--- src/rtl/alu_issue_pkg.sv ---
// Shared types for the ALU issue queue: queued operation record, FSM states
// and INP_VALID encodings.
package alu_issue_pkg;

    localparam int ALU_WIDTH = 8;
    localparam int ALU_CMD_W = 3;

    localparam logic [1:0] INP_NONE = 2'b00;
    localparam logic [1:0] INP_A    = 2'b01;
    localparam logic [1:0] INP_B    = 2'b10;
    localparam logic [1:0] INP_AB   = 2'b11;

    typedef struct packed {
        logic                 mode;
        logic [ALU_CMD_W:0]   cmd;
        logic [ALU_WIDTH-1:0] opa;
        logic [ALU_WIDTH-1:0] opb;
        logic                 cin;
        logic                 split;
    } alu_op_t;

    typedef enum logic [1:0] {
        IDLE,
        BOTH,
        BEAT_A,
        BEAT_B
    } issue_state_t;

endpackage

--- src/rtl/alu_issue_queue_if.sv ---
// Source-side handshake plus ALU-side pins of the issue queue.
interface alu_issue_queue_if #(
    parameter int WIDTH     = 8,
    parameter int CMD_WIDTH = 3
);
    logic                 s_valid;
    logic                 s_ready;
    logic                 s_mode;
    logic [CMD_WIDTH:0]   s_cmd;
    logic [WIDTH-1:0]     s_opa;
    logic [WIDTH-1:0]     s_opb;
    logic                 s_cin;
    logic                 s_split;
    logic                 hold;
    logic                 flush;
    logic [1:0]           INP_VALID;
    logic                 MODE;
    logic [CMD_WIDTH:0]   CMD;
    logic                 CE;
    logic [WIDTH-1:0]     OPA;
    logic [WIDTH-1:0]     OPB;
    logic                 CIN;
    logic [15:0]          issued_cnt;

    modport master (
        output s_valid, s_mode, s_cmd, s_opa, s_opb, s_cin, s_split, hold, flush,
        input  s_ready, INP_VALID, MODE, CMD, CE, OPA, OPB, CIN, issued_cnt
    );

    modport slave (
        input  s_valid, s_mode, s_cmd, s_opa, s_opb, s_cin, s_split, hold, flush,
        output s_ready, INP_VALID, MODE, CMD, CE, OPA, OPB, CIN, issued_cnt
    );
endinterface

--- src/rtl/alu_issue_fifo.sv ---
// Small operation FIFO with wrap-bit pointers and a combinational head view
// so the issue FSM can load its output registers on the pop edge.
module alu_issue_fifo
    import alu_issue_pkg::*;
#(
    parameter int  DEPTH = 4,
    parameter type T     = alu_op_t
) (
    input  logic clk,
    input  logic rst_n_i,
    input  logic flush_i,
    input  logic push_i,
    input  T     wdata_i,
    input  logic pop_i,
    output T     head_o,
    output logic full_o,
    output logic empty_o
);
    localparam int AW = $clog2(DEPTH);

    logic [AW:0] wr_ptr_q;
    logic [AW:0] rd_ptr_q;
    T            mem_q [DEPTH];

    assign full_o  = (wr_ptr_q[AW-1:0] == rd_ptr_q[AW-1:0]) && (wr_ptr_q[AW] != rd_ptr_q[AW]);
    assign empty_o = (wr_ptr_q == rd_ptr_q);
    assign head_o  = mem_q[rd_ptr_q[AW-1:0]];

    always_ff @(posedge clk or negedge rst_n_i) begin
        if (!rst_n_i) begin
            wr_ptr_q <= '0;
            rd_ptr_q <= '0;
        end else if (flush_i) begin
            wr_ptr_q <= '0;
            rd_ptr_q <= '0;
        end else begin
            if (push_i && !full_o) wr_ptr_q <= wr_ptr_q + 1'b1;
            if (pop_i && !empty_o) rd_ptr_q <= rd_ptr_q + 1'b1;
        end
    end

    always_ff @(posedge clk) begin
        if (push_i && !full_o && !flush_i) mem_q[wr_ptr_q[AW-1:0]] <= wdata_i;
    end

endmodule

--- src/rtl/alu_issue_queue.sv ---
// Issue FSM in front of the ALU: pops queued operations and drives them onto
// registered ALU pins, either as one combined beat or as OPA then OPB beats.
module alu_issue_queue
    import alu_issue_pkg::*;
#(
    parameter int WIDTH     = ALU_WIDTH,
    parameter int CMD_WIDTH = ALU_CMD_W,
    parameter int DEPTH     = 4
) (
    input  logic              clk,
    input  logic              RST,
    alu_issue_queue_if.slave  bus
);
    alu_op_t      push_op;
    alu_op_t      head;
    logic         full;
    logic         empty;
    logic         push;
    logic         pop;
    logic         take;

    issue_state_t       state_q, state_d;
    logic [1:0]         inp_q, inp_d;
    logic               mode_q, mode_d;
    logic [CMD_WIDTH:0] cmd_q, cmd_d;
    logic               ce_q, ce_d;
    logic [WIDTH-1:0]   opa_q, opa_d;
    logic [WIDTH-1:0]   opb_q, opb_d;
    logic               cin_q, cin_d;
    logic [WIDTH-1:0]   opb_pend_q, opb_pend_d;
    logic               reissue_q, reissue_d;
    logic [15:0]        cnt_q, cnt_d;

    assign bus.s_ready = !full && RST;
    assign push        = bus.s_valid && bus.s_ready && !bus.flush;
    assign push_op     = '{mode: bus.s_mode, cmd: bus.s_cmd, opa: bus.s_opa,
                           opb: bus.s_opb, cin: bus.s_cin, split: bus.s_split};

    alu_issue_fifo #(.DEPTH(DEPTH), .T(alu_op_t)) u_fifo (
        .clk     (clk),
        .rst_n_i (RST),
        .flush_i (bus.flush),
        .push_i  (push),
        .wdata_i (push_op),
        .pop_i   (pop),
        .head_o  (head),
        .full_o  (full),
        .empty_o (empty)
    );

    always_comb begin
        state_d    = state_q;
        inp_d      = inp_q;
        mode_d     = mode_q;
        cmd_d      = cmd_q;
        ce_d       = 1'b0;
        opa_d      = opa_q;
        opb_d      = opb_q;
        cin_d      = cin_q;
        opb_pend_d = opb_pend_q;
        reissue_d  = reissue_q;
        cnt_d      = cnt_q;
        take       = 1'b0;
        pop        = 1'b0;

        if (bus.flush) begin
            state_d   = IDLE;
            inp_d     = INP_NONE;
            mode_d    = 1'b0;
            cmd_d     = '0;
            opa_d     = '0;
            opb_d     = '0;
            cin_d     = 1'b0;
            reissue_d = 1'b0;
        end else begin
            unique case (state_q)
                IDLE: take = !bus.hold && !empty;
                // A hold arriving here still moves to BEAT_B, but the OPB beat
                // is withheld (CE=0) and must be reissued once hold drops.
                BEAT_A: begin
                    state_d   = BEAT_B;
                    inp_d     = INP_B;
                    opb_d     = opb_pend_q;
                    ce_d      = !bus.hold;
                    reissue_d = bus.hold;
                end
                BOTH, BEAT_B: begin
                    if (bus.hold) begin
                        ce_d = 1'b0;
                    end else if (reissue_q) begin
                        ce_d      = 1'b1;
                        reissue_d = 1'b0;
                    end else begin
                        cnt_d = cnt_q + 16'd1;
                        if (!empty) begin
                            take = 1'b1;
                        end else begin
                            state_d = IDLE;
                            inp_d   = INP_NONE;
                        end
                    end
                end
                default: state_d = IDLE;
            endcase

            if (take) begin
                pop    = 1'b1;
                ce_d   = 1'b1;
                mode_d = head.mode;
                cmd_d  = head.cmd;
                opa_d  = head.opa;
                cin_d  = head.cin;
                if (head.split) begin
                    state_d    = BEAT_A;
                    inp_d      = INP_A;
                    opb_d      = '0;
                    opb_pend_d = head.opb;
                end else begin
                    state_d = BOTH;
                    inp_d   = INP_AB;
                    opb_d   = head.opb;
                end
            end
        end
    end

    always_ff @(posedge clk or negedge RST) begin
        if (!RST) begin
            state_q    <= IDLE;
            inp_q      <= INP_NONE;
            mode_q     <= 1'b0;
            cmd_q      <= '0;
            ce_q       <= 1'b0;
            opa_q      <= '0;
            opb_q      <= '0;
            cin_q      <= 1'b0;
            opb_pend_q <= '0;
            reissue_q  <= 1'b0;
            cnt_q      <= '0;
        end else begin
            state_q    <= state_d;
            inp_q      <= inp_d;
            mode_q     <= mode_d;
            cmd_q      <= cmd_d;
            ce_q       <= ce_d;
            opa_q      <= opa_d;
            opb_q      <= opb_d;
            cin_q      <= cin_d;
            opb_pend_q <= opb_pend_d;
            reissue_q  <= reissue_d;
            cnt_q      <= cnt_d;
        end
    end

    assign bus.INP_VALID  = inp_q;
    assign bus.MODE       = mode_q;
    assign bus.CMD        = cmd_q;
    assign bus.CE         = ce_q;
    assign bus.OPA        = opa_q;
    assign bus.OPB        = opb_q;
    assign bus.CIN        = cin_q;
    assign bus.issued_cnt = cnt_q;

endmodule

--- src/flat_wrapper.sv ---
// flat-port wrapper written by rule: the top's interface ports become plain ports
module alu_issue_queue_flat import alu_issue_pkg::*;
#(
    parameter int WIDTH     = ALU_WIDTH,
    parameter int CMD_WIDTH = ALU_CMD_W,
    parameter int DEPTH     = 4
)
  (clk, RST, bus_s_valid, bus_s_mode, bus_s_cmd, bus_s_opa, bus_s_opb, bus_s_cin, bus_s_split, bus_hold, bus_flush, bus_s_ready, bus_INP_VALID, bus_MODE, bus_CMD, bus_CE, bus_OPA, bus_OPB, bus_CIN, bus_issued_cnt);
  alu_issue_queue_if #(.WIDTH(WIDTH), .CMD_WIDTH(CMD_WIDTH)) bus_i ();
  input  logic clk;
  input  logic RST;
  input wire logic [$bits(bus_i.s_valid)-1:0] bus_s_valid;
  input wire logic [$bits(bus_i.s_mode)-1:0] bus_s_mode;
  input wire logic [$bits(bus_i.s_cmd)-1:0] bus_s_cmd;
  input wire logic [$bits(bus_i.s_opa)-1:0] bus_s_opa;
  input wire logic [$bits(bus_i.s_opb)-1:0] bus_s_opb;
  input wire logic [$bits(bus_i.s_cin)-1:0] bus_s_cin;
  input wire logic [$bits(bus_i.s_split)-1:0] bus_s_split;
  input wire logic [$bits(bus_i.hold)-1:0] bus_hold;
  input wire logic [$bits(bus_i.flush)-1:0] bus_flush;
  output wire logic [$bits(bus_i.s_ready)-1:0] bus_s_ready;
  output wire logic [$bits(bus_i.INP_VALID)-1:0] bus_INP_VALID;
  output wire logic [$bits(bus_i.MODE)-1:0] bus_MODE;
  output wire logic [$bits(bus_i.CMD)-1:0] bus_CMD;
  output wire logic [$bits(bus_i.CE)-1:0] bus_CE;
  output wire logic [$bits(bus_i.OPA)-1:0] bus_OPA;
  output wire logic [$bits(bus_i.OPB)-1:0] bus_OPB;
  output wire logic [$bits(bus_i.CIN)-1:0] bus_CIN;
  output wire logic [$bits(bus_i.issued_cnt)-1:0] bus_issued_cnt;
  assign bus_i.s_valid = bus_s_valid;
  assign bus_i.s_mode = bus_s_mode;
  assign bus_i.s_cmd = bus_s_cmd;
  assign bus_i.s_opa = bus_s_opa;
  assign bus_i.s_opb = bus_s_opb;
  assign bus_i.s_cin = bus_s_cin;
  assign bus_i.s_split = bus_s_split;
  assign bus_i.hold = bus_hold;
  assign bus_i.flush = bus_flush;
  assign bus_s_ready = bus_i.s_ready;
  assign bus_INP_VALID = bus_i.INP_VALID;
  assign bus_MODE = bus_i.MODE;
  assign bus_CMD = bus_i.CMD;
  assign bus_CE = bus_i.CE;
  assign bus_OPA = bus_i.OPA;
  assign bus_OPB = bus_i.OPB;
  assign bus_CIN = bus_i.CIN;
  assign bus_issued_cnt = bus_i.issued_cnt;
  alu_issue_queue #(.WIDTH(WIDTH), .CMD_WIDTH(CMD_WIDTH), .DEPTH(DEPTH)) u_core (.clk(clk), .RST(RST), .bus(bus_i));
endmodule
--- config.mk ---
export PLATFORM = sky130hd
export DESIGN_NAME = alu_issue_queue_flat
export DESIGN_NICKNAME = d
export VERILOG_FILES = /design/src/rtl/alu_issue_pkg.sv /design/src/rtl/alu_issue_queue_if.sv /design/src/rtl/alu_issue_fifo.sv /design/src/rtl/alu_issue_queue.sv /design/src/flat_wrapper.sv
export SDC_FILE = /design/constraint.sdc
export NUM_CORES = 1
export LEC_CHECK = 0
export BUFFER_PORTS_ARGS = -buffer_cell sky130_fd_sc_hd__buf_2
export CAP_MARGIN = 40
export CORE_ASPECT_RATIO = 1.2
export CORE_MARGIN = 4
export CORE_UTILIZATION = 35
export DETAILED_ROUTE_END_ITERATION = 16
export SYNTH_ARGS = -nofsm -noshare
export SYNTH_HDL_FRONTEND = slang
export SYNTH_SLANG_ARGS = --single-unit
--- constraint.sdc ---
create_clock -name clk -period 4.5 [get_ports clk]
set_clock_uncertainty 0.2 [all_clocks]
set_input_delay 0.9 -clock clk [delete_from_list [all_inputs] [get_ports clk]]
set_output_delay 0.9 -clock clk [all_outputs]
set_load 0.02 [all_outputs]
==> metrics.csv, run 1 <==
stage;metric;value;unit
outcome;status;complete, no violations;
final_layout;final_nets;463;
clocking;cts_resized;0;
clocking;cts_tree;built;
setup_path;worstPathMaxFanout;31;
global_routing;grt_max_degree;32;
floorplan;die_y;152.4;um
final_layout;final_layout_size_suffix_gt1_frac;0.3507;
logic_synthesis;ys.warnings.count;0;
setup_path;cp_common_cell;buf_2;
power_and_ir_drop;vdd_drop_max;270.9;uV
drt;routed-wl-met3;575;um
final_layout;area_growth_syn_to_layout;19.64;%
sta;tightest_slew;0.7482;ns
clocking;cts_sinks;149;
clocking;clk_pin_slew_worst_paths;0.06;ns
drt;drt-wirelength-per-cell;17.82;um
logic_synthesis;synthArstFlopShare;0.3826;
place;place.gp.congestion;0.7458;
setup_path;crit_type;in -> out;
drt;vias;3267;
setup_path;arrival;1.92;ns
clocking;cts-hold-fix-buffers;0;
drt;drt-met1-wl;4.738;mm
logic_synthesis;synthCells;350;
setup_path;cpMaxStageDelayCell;buf_2;
logic_synthesis;ys_types;50;
floorplan;fp.dieArea;0.01956;mm^2
setup_path;end_kind;output pin;
drt;drt-initial-drc-count;261;
global_routing;grt_pass1_wl;19.02;mm
setup_path;path_cells;buf_2, a21boi_0, buf_2;
logic_synthesis;avgSynthCellArea;17.38;um^2
clocking;postCtsSetupBuffers;0;
clocking;clockRootBuffer;clkbuf_16;
place;hpwl;7.595;mm
clocking;numCtsBuffers;17;
drt;top_layer;met5;
drt;via_per_inst;4.965;
drt;first_pass_iters;4;
floorplan;coreArea;0.01698;mm^2
final_layout;antennaDiodeCount;0;
setup_path;worstPathRequired;3.40;ns
job;cap_violations;0;
sta;setup-tns-final;0;ns
sta;period_minus_slack;3.022;ns
setup_path;start_kind;input pin;
logic_synthesis;synth_edf_count;92;
global_routing;overflow;0;
clocking;cts_max_level;4;
sta;rsz0062_at_grt;no;
power_and_ir_drop;p_per_area;495.2;mW/mm^2
sta;final_hold_viol_count;0;
sta;drv_slew;0;
global_routing;grt_usage;0.1272;
drt;routed_wl;11.73;mm
logic_synthesis;yosysSeqAreaShare;0.6886;
clocking;clockBufferDepth;2;
clocking;clk_latency;0.42;ns
sta;hold_slack;0.2907;ns
place;numPortBuffers;69;
drt;drtAntennaViolNets;0;
drt;dr_wl_met2;6.218;mm
final_layout;fill_cells;1490;
setup_path;rr_worst_depth;5;
floorplan;ios;70;
floorplan;start_util;0.3582;
logic_synthesis;synth_area;0.006083;mm^2
hold_path;hold_depth;1;
hold_path;min_path_type;reg -> reg;
logic_synthesis;synth_fp_nets;384;
logic_synthesis;ys_ff_latch;149;
drt;remaining_drc_errors;0;
global_routing;grt_pass1_vias;3507;
power_and_ir_drop;p_leak;2.893;nW
sta;fin_crit_sh;0.6715;
sta;max_freq;330.9;MHz
logic_synthesis;synth_ff_type;edfxtp_1;
floorplan;row_count;52;
global_routing;antenna_found_initial;1;
floorplan;dieWidth;128.4;um
sta;relSlewSlack;0.5006;
setup_path;slowest_delay;0.56;ns
sta;setup_viol;0;
[per-stage QoR]
step	instances	power, mW	cell area (um^2)	setup slack [ns]	util
after CTS	658	3.649	7278	1.422	0.4286
final	658	3.604	7278	1.478	0.4286
after detailed placement	626	2.184	6664	1.276	0.3924
after global routing	658	3.761	7278	1.339	0.4286
after floorplan	350	2.031	6083	0.7158	-
after global placement	626	2.166	6664	1.400	0.3924
[synth_stat cells (2+ instances only)]
| master | n | area share |
|---|---|---|
| edfxtp_1 | 92 | 0.45 |
| dfrtp_1 | 57 | 0.23 |
| mux4_2 | 23 | 0.085 |
| nor2_1 | 18 | 0.011 |
| a22o_1 | 15 | 0.022 |
| nor3_1 | 15 | 0.012 |
| and4_1 | 9 | 0.013 |
| xnor2_1 | 9 | 0.013 |
| xor2_1 | 9 | 0.013 |
| inv_1 | 8 | 0.0049 |
| mux2_4 | 8 | 0.020 |
| o22a_1 | 8 | 0.012 |
| buf_2 | 6 | 0.0049 |
| ha_1 | 6 | 0.012 |
| nand2_1 | 6 | 0.0037 |
| nand3_1 | 6 | 0.0049 |
| a21oi_1 | 4 | 0.0033 |
| buf_4 | 4 | 0.0049 |
| clkbuf_1 | 4 | 0.0025 |
| nand4_1 | 4 | 0.0041 |
| and2_1 | 3 | 0.0031 |
| o21ai_0 | 3 | 0.0025 |
| a211oi_1 | 2 | 0.0025 |
| buf_6 | 2 | 0.0037 |
| nor4_1 | 2 | 0.0021 |
| or3_1 | 2 | 0.0021 |
| xor2_4 | 2 | 0.0090 |
[sequential cells by signal (all words and copies together), names as in the netlist]
signal                  cells
u_core.u_fifo.rd_ptr_q      3
u_core.bus.OPA              8
u_core.u_fifo.mem_q        92
u_core.opb_pend_q           8
u_core.u_fifo.wr_ptr_q      3
u_core.bus.MODE             1
u_core.state_q              2
u_core.reissue_q            1
u_core.bus.CE               1
u_core.bus.OPB              8
u_core.bus.CIN              1
u_core.bus.INP_VALID        1
u_core.bus.issued_cnt      16
u_core.bus.CMD              4
[worst paths after layout]
kind	startpoint	to	slack, ns
worst max-delay path	RST	bus_s_ready	1.48
worst min-delay path	u_core.bus.issued_cnt[15]$_DFFE_PN0P_	u_core.bus.issued_cnt[15]$_DFFE_PN0P_	0.29
worst max register to register	u_core.u_fifo.rd_ptr_q[1]$_DFFE_PN0P_	u_core.bus.CMD[3]$_DFFE_PN0P_	1.79
worst min register to register	u_core.bus.issued_cnt[15]$_DFFE_PN0P_	u_core.bus.issued_cnt[15]$_DFFE_PN0P_	0.29
max in group asynchronous	RST	u_core.u_fifo.rd_ptr_q[0]$_DFFE_PN0P_	2.87
min in group asynchronous	RST	u_core.bus.issued_cnt[4]$_DFFE_PN0P_	0.35
[layout by cell type (no fill, tap or decap), drive strengths merged, types with 2 or more instances in the layout]
master | Yosys | final
bufinv | 0 | 3
xnor2 | 9 | 9
buf | 13 | 77
and2 | 3 | 3
nor3 | 16 | 16
inv | 9 | 17
nor2 | 19 | 19
nand3 | 6 | 6
clkbuf | 4 | 18
and4 | 9 | 9
a21oi | 4 | 4
a22o | 15 | 15
xor2 | 12 | 12
mux2 | 9 | 9
nand2 | 6 | 6
a211oi | 2 | 2
mux2i | 2 | 2
o311ai | 2 | 2
or3 | 2 | 2
nor4 | 2 | 2
o22a | 8 | 8
clkinv | 0 | 3
nand4 | 5 | 5
edfxtp | 92 | 92
dfrtp | 57 | 57
ha | 6 | 6
mux4 | 23 | 23
o21ai | 3 | 3
[layer usage]
| layer | vias to the layer above | track usage |
|---|---|---|
| li1 | 1528 | - |
| met1 | 1652 | 0.1522 |
| met2 | 69 | 0.2138 |
| met3 | 16 | 0.03962 |
| met4 | 2 | 0.04803 |
| met5 | - | 0 |
[kinds of logic (layout without fill, tap and decap cells)]
kind of cell    Yosys count  count (layout)  share of synthesized area
simple gates             73              73                    0.07034
fa+ha+maj                 6               6                    0.01234
xor+xnor                 21              21                    0.03764
compound gates           41              41                    0.05821
buf+inv                  26             118                    0.02221
mux                      34              34                     0.1107
flops                   149             149                     0.6886
[area by class of cell]
class	instances	area, um^2	share of cell area
flip-flops and latches	149	4190	0.5757
well taps	216	270.3	0.03713
multi-input cells	175	1764	0.2424
inverters	9	33.78	0.004642
clock inverters	14	185.2	0.02544
repair buffers	77	405.4	0.05570
clock buffers	18	429.2	0.05897
[report_power, final]
| group | total [mW] | internal (mW) | switching [mW] |
|---|---|---|---|
| clock | 1.46 | 0.889 | 0.568 |
| combinational | 0.501 | 0.230 | 0.272 |
| sequential | 1.65 | 1.56 | 0.0826 |
[critical path, delay by kind of cell]
family / cells / cell delay [ns]
buffers and inverters: 2 / 0.75
AOI/OAI and AO/OA: 1 / 0.26
(Power assumes the default switching activity.)
==> run 2, diff against run 1 <==
==> constraint.sdc (replaced) <==
create_clock -name clk -period 2.5 [get_ports clk]
set_clock_uncertainty 0.2 [all_clocks]
set_input_delay 0.5 -clock clk [delete_from_list [all_inputs] [get_ports clk]]
set_output_delay 0.5 -clock clk [all_outputs]
set_load 0.02 [all_outputs]
==> run 2 against run 1 <==
  * Via count grew 1.5%
  * Largest power group unchanged
  * Critical path depth grew 1
  * Non-clock buffer count rose by 11
  * Critical endpoint unchanged
==> metrics.csv, run 2 (synthesis results as in run 1) <==
stage;metric;value;unit;change
sta;fin_crit_sh;0.9318;;
sta;max_freq;429.3;MHz;
setup_path;start_kind;input pin;;
global_routing;grt_pass1_vias;3481;;-0.74%
place;hpwl;8.006;mm;+5.4%
sta;relSlewSlack;0.5314;;+0.03076
power_and_ir_drop;p_per_area;866.3;mW/mm^2;+75%
sta;final_hold_viol_count;0;;unchanged
setup_path;arrival;1.63;ns;-0.29 ns
setup_path;r2r-start;u_core.u_fifo.rd_ptr_q[1]$_DFFE_PN0P_;;
sta;tightest_slew;0.7022;ns;-0.04609 ns
drt;remaining_drc_errors;0;;unchanged
final_layout;largest_register_ffs;92;;unchanged
global_routing;antenna_found_initial;2;;+1
sta;drv_slew;0;;unchanged
setup_path;cp-startpoint;RST;;
clocking;cts_max_level;4;;unchanged
drt;vias;3316;;+1.5%
global_routing;overflow;0;;unchanged
floorplan;row_count;52;;unchanged
global_routing;grt_max_degree;46;;+44%
setup_path;slowest_delay;0.52;ns;-0.04 ns
setup_path;worstPathMaxFanout;4;;-87%
sta;setup-tns-final;0;ns;unchanged
drt;drt-initial-drc-count;193;;-26%
floorplan;die_y;152.4;um;unchanged
setup_path;path_cells;dlygate4sd3_1, buf_2, a21boi_1, buf_2;;
setup_path;end_kind;output pin;;
place;place.gp.congestion;0.7224;;-3.1%
power_and_ir_drop;vdd_drop_max;541.0;uV;+100%
clocking;cts_tree;built;;
floorplan;dieWidth;128.4;um;unchanged
final_layout;final_nets;474;;+2.4%
clocking;cts_sinks;149;;unchanged
clocking;clk_pin_slew_worst_paths;0.07;ns;about the same
floorplan;start_util;0.3582;;unchanged
global_routing;grt_usage;0.1239;;-0.003336
sta;setup_viol;0;;unchanged
setup_path;crit_type;in -> out;;
sta;period_minus_slack;2.329;ns;
clocking;clockBufferDepth;2;;unchanged
power_and_ir_drop;finalPower;6.385;mW;+77%
clocking;numCtsBuffers;17;;unchanged
outcome;status;complete, no violations;;
final_layout;final_cell_mix;edfxtp_1, buf_2, dfrtp_1;;
final_layout;antennaDiodeCount;0;;unchanged
clocking;clockRootBuffer;clkbuf_16;;
place;numPortBuffers;69;;unchanged
drt;drtAntennaViolNets;0;;unchanged
place;dp.cells;636;;+1.6%
final_layout;layout_commonest_cell;edfxtp_1;;
clocking;postCtsSetupBuffers;0;;unchanged
floorplan;fp.dieArea;0.01956;mm^2;unchanged
floorplan;ios;70;;unchanged
setup_path;cpMaxStageDelayCell;dlygate4sd3_1;;
setup_path;worstPathRequired;1.80;ns;-1.60 ns
drt;first_pass_iters;4;;unchanged
drt;routed_wl;11.81;mm;+0.72%
final_layout;final_cells;669;;+1.7%
final_layout;area_growth_syn_to_layout;21.16;%;
drt;via_per_inst;4.957;;-0.17%
hold_path;worstHoldStart;bus_s_opa[7];;
final_layout;final_layout_size_suffix_gt1_frac;0.3709;;+0.02018
drt;drt-wirelength-per-cell;17.65;um;-0.94%
global_routing;grt_pass1_wl;18.81;mm;-1.1%
setup_path;cp_common_cell;buf_2;;
clocking;clk_latency;0.41;ns;about the same
sta;rsz0062_at_grt;no;;
job;cap_violations;0;;unchanged
power_and_ir_drop;p_leak;2.948;nW;+1.9%
hold_path;min_path_type;in -> reg;;
floorplan;coreArea;0.01698;mm^2;unchanged
==> run 2: per-stage QoR <==
step | hold slack [ns] | util | area (um^2) | setup slack [ns]
finish | 0.09589 | 0.4341 | 7371 | 0.1706
global route | 0.08066 | 0.4341 | 7371 | 0.08879
CTS | 0.08115 | 0.4339 | 7368 | 0.06794
detailed placement | 0.2509 | 0.3987 | 6770 | 0.2371
global placement | 0.2529 | 0.3987 | 6770 | 0.2598
floorplan | 0.004409 | - | 6095 | 0.1262
==> run 2: power breakdown <==
group	internal [mW]	switching (mW)
clock	1.42	1.08
combinational	0.431	0.482
sequential	2.81	0.155
==> run 2: layer usage <==
metal	part of all wire	GRT usage	vias to the layer above
met5	0.0022	0	-
met1	0.43	0.1524	1678
met2	0.51	0.2106	75
met3	0.047	0.03506	16
met4	0.013	0.03792	4
li1	-	-	1543
==> run 2: area by class of cell <==
type                       count  area [um^2]
fill                        1484         9610
sequential                   149         4193
multi-input combinational    175         1770
timing repair buffer          88        515.5
clock buffer                  17        425.4
tap                          216        270.3
clock inverter                15        162.7
inverter                       9        33.78
==> run 2: what timing repair did <==
action / CTS / global route
setup endpoints to repair: 0 / 1
hold endpoints to repair: 12 / 0
resized for setup: 0 / 3
hold buffers: 1 / 0
==> run 2: critical path, delay by kind of cell <==
family	cells	cell delay (ns)
buffers and inverters	3	0.89
AOI/OAI and AO/OA	1	0.23
==> run 2: final timing paths <==
path / endpoint / slack, ns / cells after the start
max in group asynchronous: u_core.bus.issued_cnt[13]$_DFFE_PN0P_ / 1.07 / 3
min in group asynchronous: u_core.u_fifo.rd_ptr_q[2]$_DFFE_PN0P_ / 0.45 / 3
min reg2reg: u_core.bus.issued_cnt[15]$_DFFE_PN0P_ / 0.26 / 1
max reg2reg: u_core.opb_pend_q[1]$_DFFE_PN0P_ / 0.24 / 6
min: u_core.u_fifo.mem_q[1][17]$_DFFE_PP_ / 0.1 / 1
max: bus_s_ready / 0.17 / 4
==> run 3, diff against run 2 <==
==> constraint.sdc (replaced) <==
create_clock -name clk -period 2.4 [get_ports clk]
set_clock_uncertainty 0.2 [all_clocks]
set_input_delay 0.48 -clock clk [delete_from_list [all_inputs] [get_ports clk]]
set_output_delay 0.48 -clock clk [all_outputs]
set_load 0.02 [all_outputs]
==> run 3 against run 2 <==
  * Via count increased by 0.42%
  * Register-to-register slack lost 0.03 ns
  * Clock-buffer cell count up 3
  * Die area unchanged
  * Global-route usage up 0.24 points
  * Critical path type is now reg -> out
  * Flip-flop and latch count is the same
  * Sequential share of layout area is essentially flat
  * Worst hold slack lost 0.0036 ns
  * Routed wire length barely moved
  * Clock power up 2%
  * Critical path depth is the same
==> metrics.csv, run 3 (synthesis results as in run 1) <==
stage;metric;value;unit;change
sta;max_freq;433.9;MHz;
setup_path;rr_worst_depth;5;;-1
hold_path;hold_depth;1;;unchanged
global_routing;grt_usage;0.1263;;+0.002351
clocking;clockRootBuffer;clkbuf_16;;
global_routing;antenna_found_initial;2;;unchanged
clocking;clk_pin_slew_worst_paths;0.06;ns;about the same
drt;drtAntennaViolNets;0;;unchanged
floorplan;dieWidth;128.4;um;unchanged
final_layout;area_growth_syn_to_layout;21.10;%;about the same
setup_path;regToRegEndpoint;u_core.bus.OPB[4]$_DFFE_PN0P_;;
final_layout;final_nets;476;;+0.42%
place;hpwl;7.898;mm;-1.3%
global_routing;use_met2;0.2150;;+0.004470
setup_path;r2r_slack;0.21;ns;-0.03 ns
setup_path;crit_type;reg -> out;;
hold_path;worstHoldStart;bus_s_opb[5];;
drt;drt-wirelength-per-cell;17.58;um;-0.39%
clocking;clockBufferDepth;2;;unchanged
setup_path;worstPathRequired;1.72;ns;-0.08 ns
place;dp.cells;637;;+0.16%
sta;fin_crit_sh;0.9602;;
final_layout;final_cell_mix;edfxtp_1, buf_2, dfrtp_1;;
job;cap_violations;0;;unchanged
final_layout;largest_register_ffs;92;;unchanged
final_layout;antennaDiodeCount;0;;unchanged
outcome;status;complete, no violations;;
power_and_ir_drop;p_per_area;900.5;mW/mm^2;+4.0%
floorplan;die_y;152.4;um;unchanged
sta;rsz0062_at_grt;no;;
drt;drt-initial-drc-count;180;;-6.7%
setup_path;arrival;1.62;ns;about the same
setup_path;end_kind;output pin;;
global_routing;grt_pass1_wl;19.24;mm;+2.3%
floorplan;fp.dieArea;0.01956;mm^2;unchanged
setup_path;start_kind;flop;;
setup_path;worstPathMaxFanout;5;;+1
power_and_ir_drop;p_leak;2.952;nW;+0.11%
sta;hold_slack;0.09230;ns;-0.003591 ns
floorplan;ios;70;;unchanged
drt;first_pass_iters;4;;unchanged
sta;tightest_slew;0.7697;ns;+0.06755 ns
power_and_ir_drop;vdd_drop_max;453.1;uV;-16%
sta;final_hold_viol_count;0;;unchanged
global_routing;grt_pass1_vias;3608;;+3.6%
place;numPortBuffers;69;;unchanged
hold_path;hold_end;u_core.u_fifo.mem_q[2][7]$_DFFE_PP_;;
final_layout;multi_input_area;0.001770;mm^2;unchanged
final_layout;final_cells;671;;+0.30%
drt;routed_wl;11.80;mm;about the same
sta;setup_viol;0;;unchanged
floorplan;start_util;0.3582;;unchanged
setup_path;r2r-start;u_core.u_fifo.wr_ptr_q[1]$_DFFE_PN0P_;;
sta;drv_slew;0;;unchanged
sta;period_minus_slack;2.304;ns;
clocking;numCtsBuffers;17;;unchanged
clocking;cts_tree;built;;
floorplan;coreArea;0.01698;mm^2;unchanged
sta;setup-tns-final;0;ns;unchanged
final_layout;seq_area;0.004193;mm^2;unchanged
drt;vias;3330;;+0.42%
floorplan;row_count;52;;unchanged
final_layout;fill_cells;1472;;-0.81%
drt;via_per_inst;4.963;;+0.12%
global_routing;busiest_layer;met2;;
global_routing;grt_max_degree;58;;+26%
global_routing;overflow;0;;unchanged
global_routing;use_met3;0.04032;;+0.005259
clocking;cts_sinks;149;;unchanged
clocking;cts_max_level;4;;unchanged
drt;remaining_drc_errors;0;;unchanged
final_layout;layout_commonest_cell;edfxtp_1;;
clocking;clk_latency;0.40;ns;about the same
place;place.gp.congestion;0.7776;;+7.6%
sta;relSlewSlack;0.4869;;-0.04453
global_routing;use_met1;0.1466;;-0.005833
hold_path;min_path_type;in -> reg;;
final_layout;final_layout_size_suffix_gt1_frac;0.3736;;+0.002765
-- run 3: where the power goes --
group	leakage [nW]	internal [mW]	switching [mW]	total, mW
clock network	0.290	1.58	0.979	2.56
registers	1.58	2.93	0.148	3.08
logic	1.08	0.466	0.525	0.991
total	2.95	4.98	1.65	6.63
-- run 3: layout make-up --
class                      count  area share
sequential                   149      0.5691
multi-input combinational    175      0.2403
timing repair buffer          90     0.06997
clock buffer                  20     0.06199
tap                          216     0.03668
clock inverter                12     0.01732
inverter                       9    0.004586
-- run 3: worst max-delay path, stage by stage (launching register included) --
cell	delay, ns
dfrtp_2	0.46
xor2_4	0.22
nor2_1	0.09
a21boi_0	0.23
buf_2	0.22
-- run 3: worst max path at each step --
stage,depth (start not counted),to,startpoint
2_1_floorplan,5,u_core.u_fifo.mem_q[0][0]$_DFFE_PP_,u_core.u_fifo.rd_ptr_q[1]$_DFFE_PN0P_
3_3_place_gp,5,u_core.u_fifo.mem_q[2][1]$_DFFE_PP_,u_core.u_fifo.wr_ptr_q[1]$_DFFE_PN0P_
3_5_place_dp,5,u_core.u_fifo.mem_q[2][6]$_DFFE_PP_,u_core.u_fifo.wr_ptr_q[1]$_DFFE_PN0P_
4_1_cts,4,bus_s_ready,u_core.u_fifo.wr_ptr_q[1]$_DFFE_PN0P_
5_1_grt,4,bus_s_ready,u_core.u_fifo.wr_ptr_q[1]$_DFFE_PN0P_
6_report,4,bus_s_ready,u_core.u_fifo.wr_ptr_q[1]$_DFFE_PN0P_
-- run 3: metrics by stage --
step / area, um^2 / setup WS [ns] / util / power (mW)
4_1_cts: 7350 / 0.01401 / 0.4328 / 6.719
3_3_place_gp: 6765 / 0.3506 / 0.3984 / 4.095
3_5_place_dp: 6765 / 0.2720 / 0.3984 / 4.131
2_1_floorplan: 6095 / 0.04443 / - / 3.810
5_1_grt: 7367 / 0.05220 / 0.4338 / 6.936
6_report: 7367 / 0.09553 / 0.4338 / 6.634
-- run 3: metal layers --
| metal | part of all wire | vias to the layer above |
|---|---|---|
| li1 | - | 1548 |
| met5 | 0.0029 | - |
| met4 | 0.017 | 4 |
| met2 | 0.52 | 61 |
| met1 | 0.40 | 1700 |
| met3 | 0.057 | 17 |
-- run 3: what timing repair did --
action / 4_1_cts / 5_1_grt
gates resized for setup: 0 / 2
setup buffers: 0 / 2
endpoints found under the setup margin: 0 / 1
hold buffers: 0 / 0
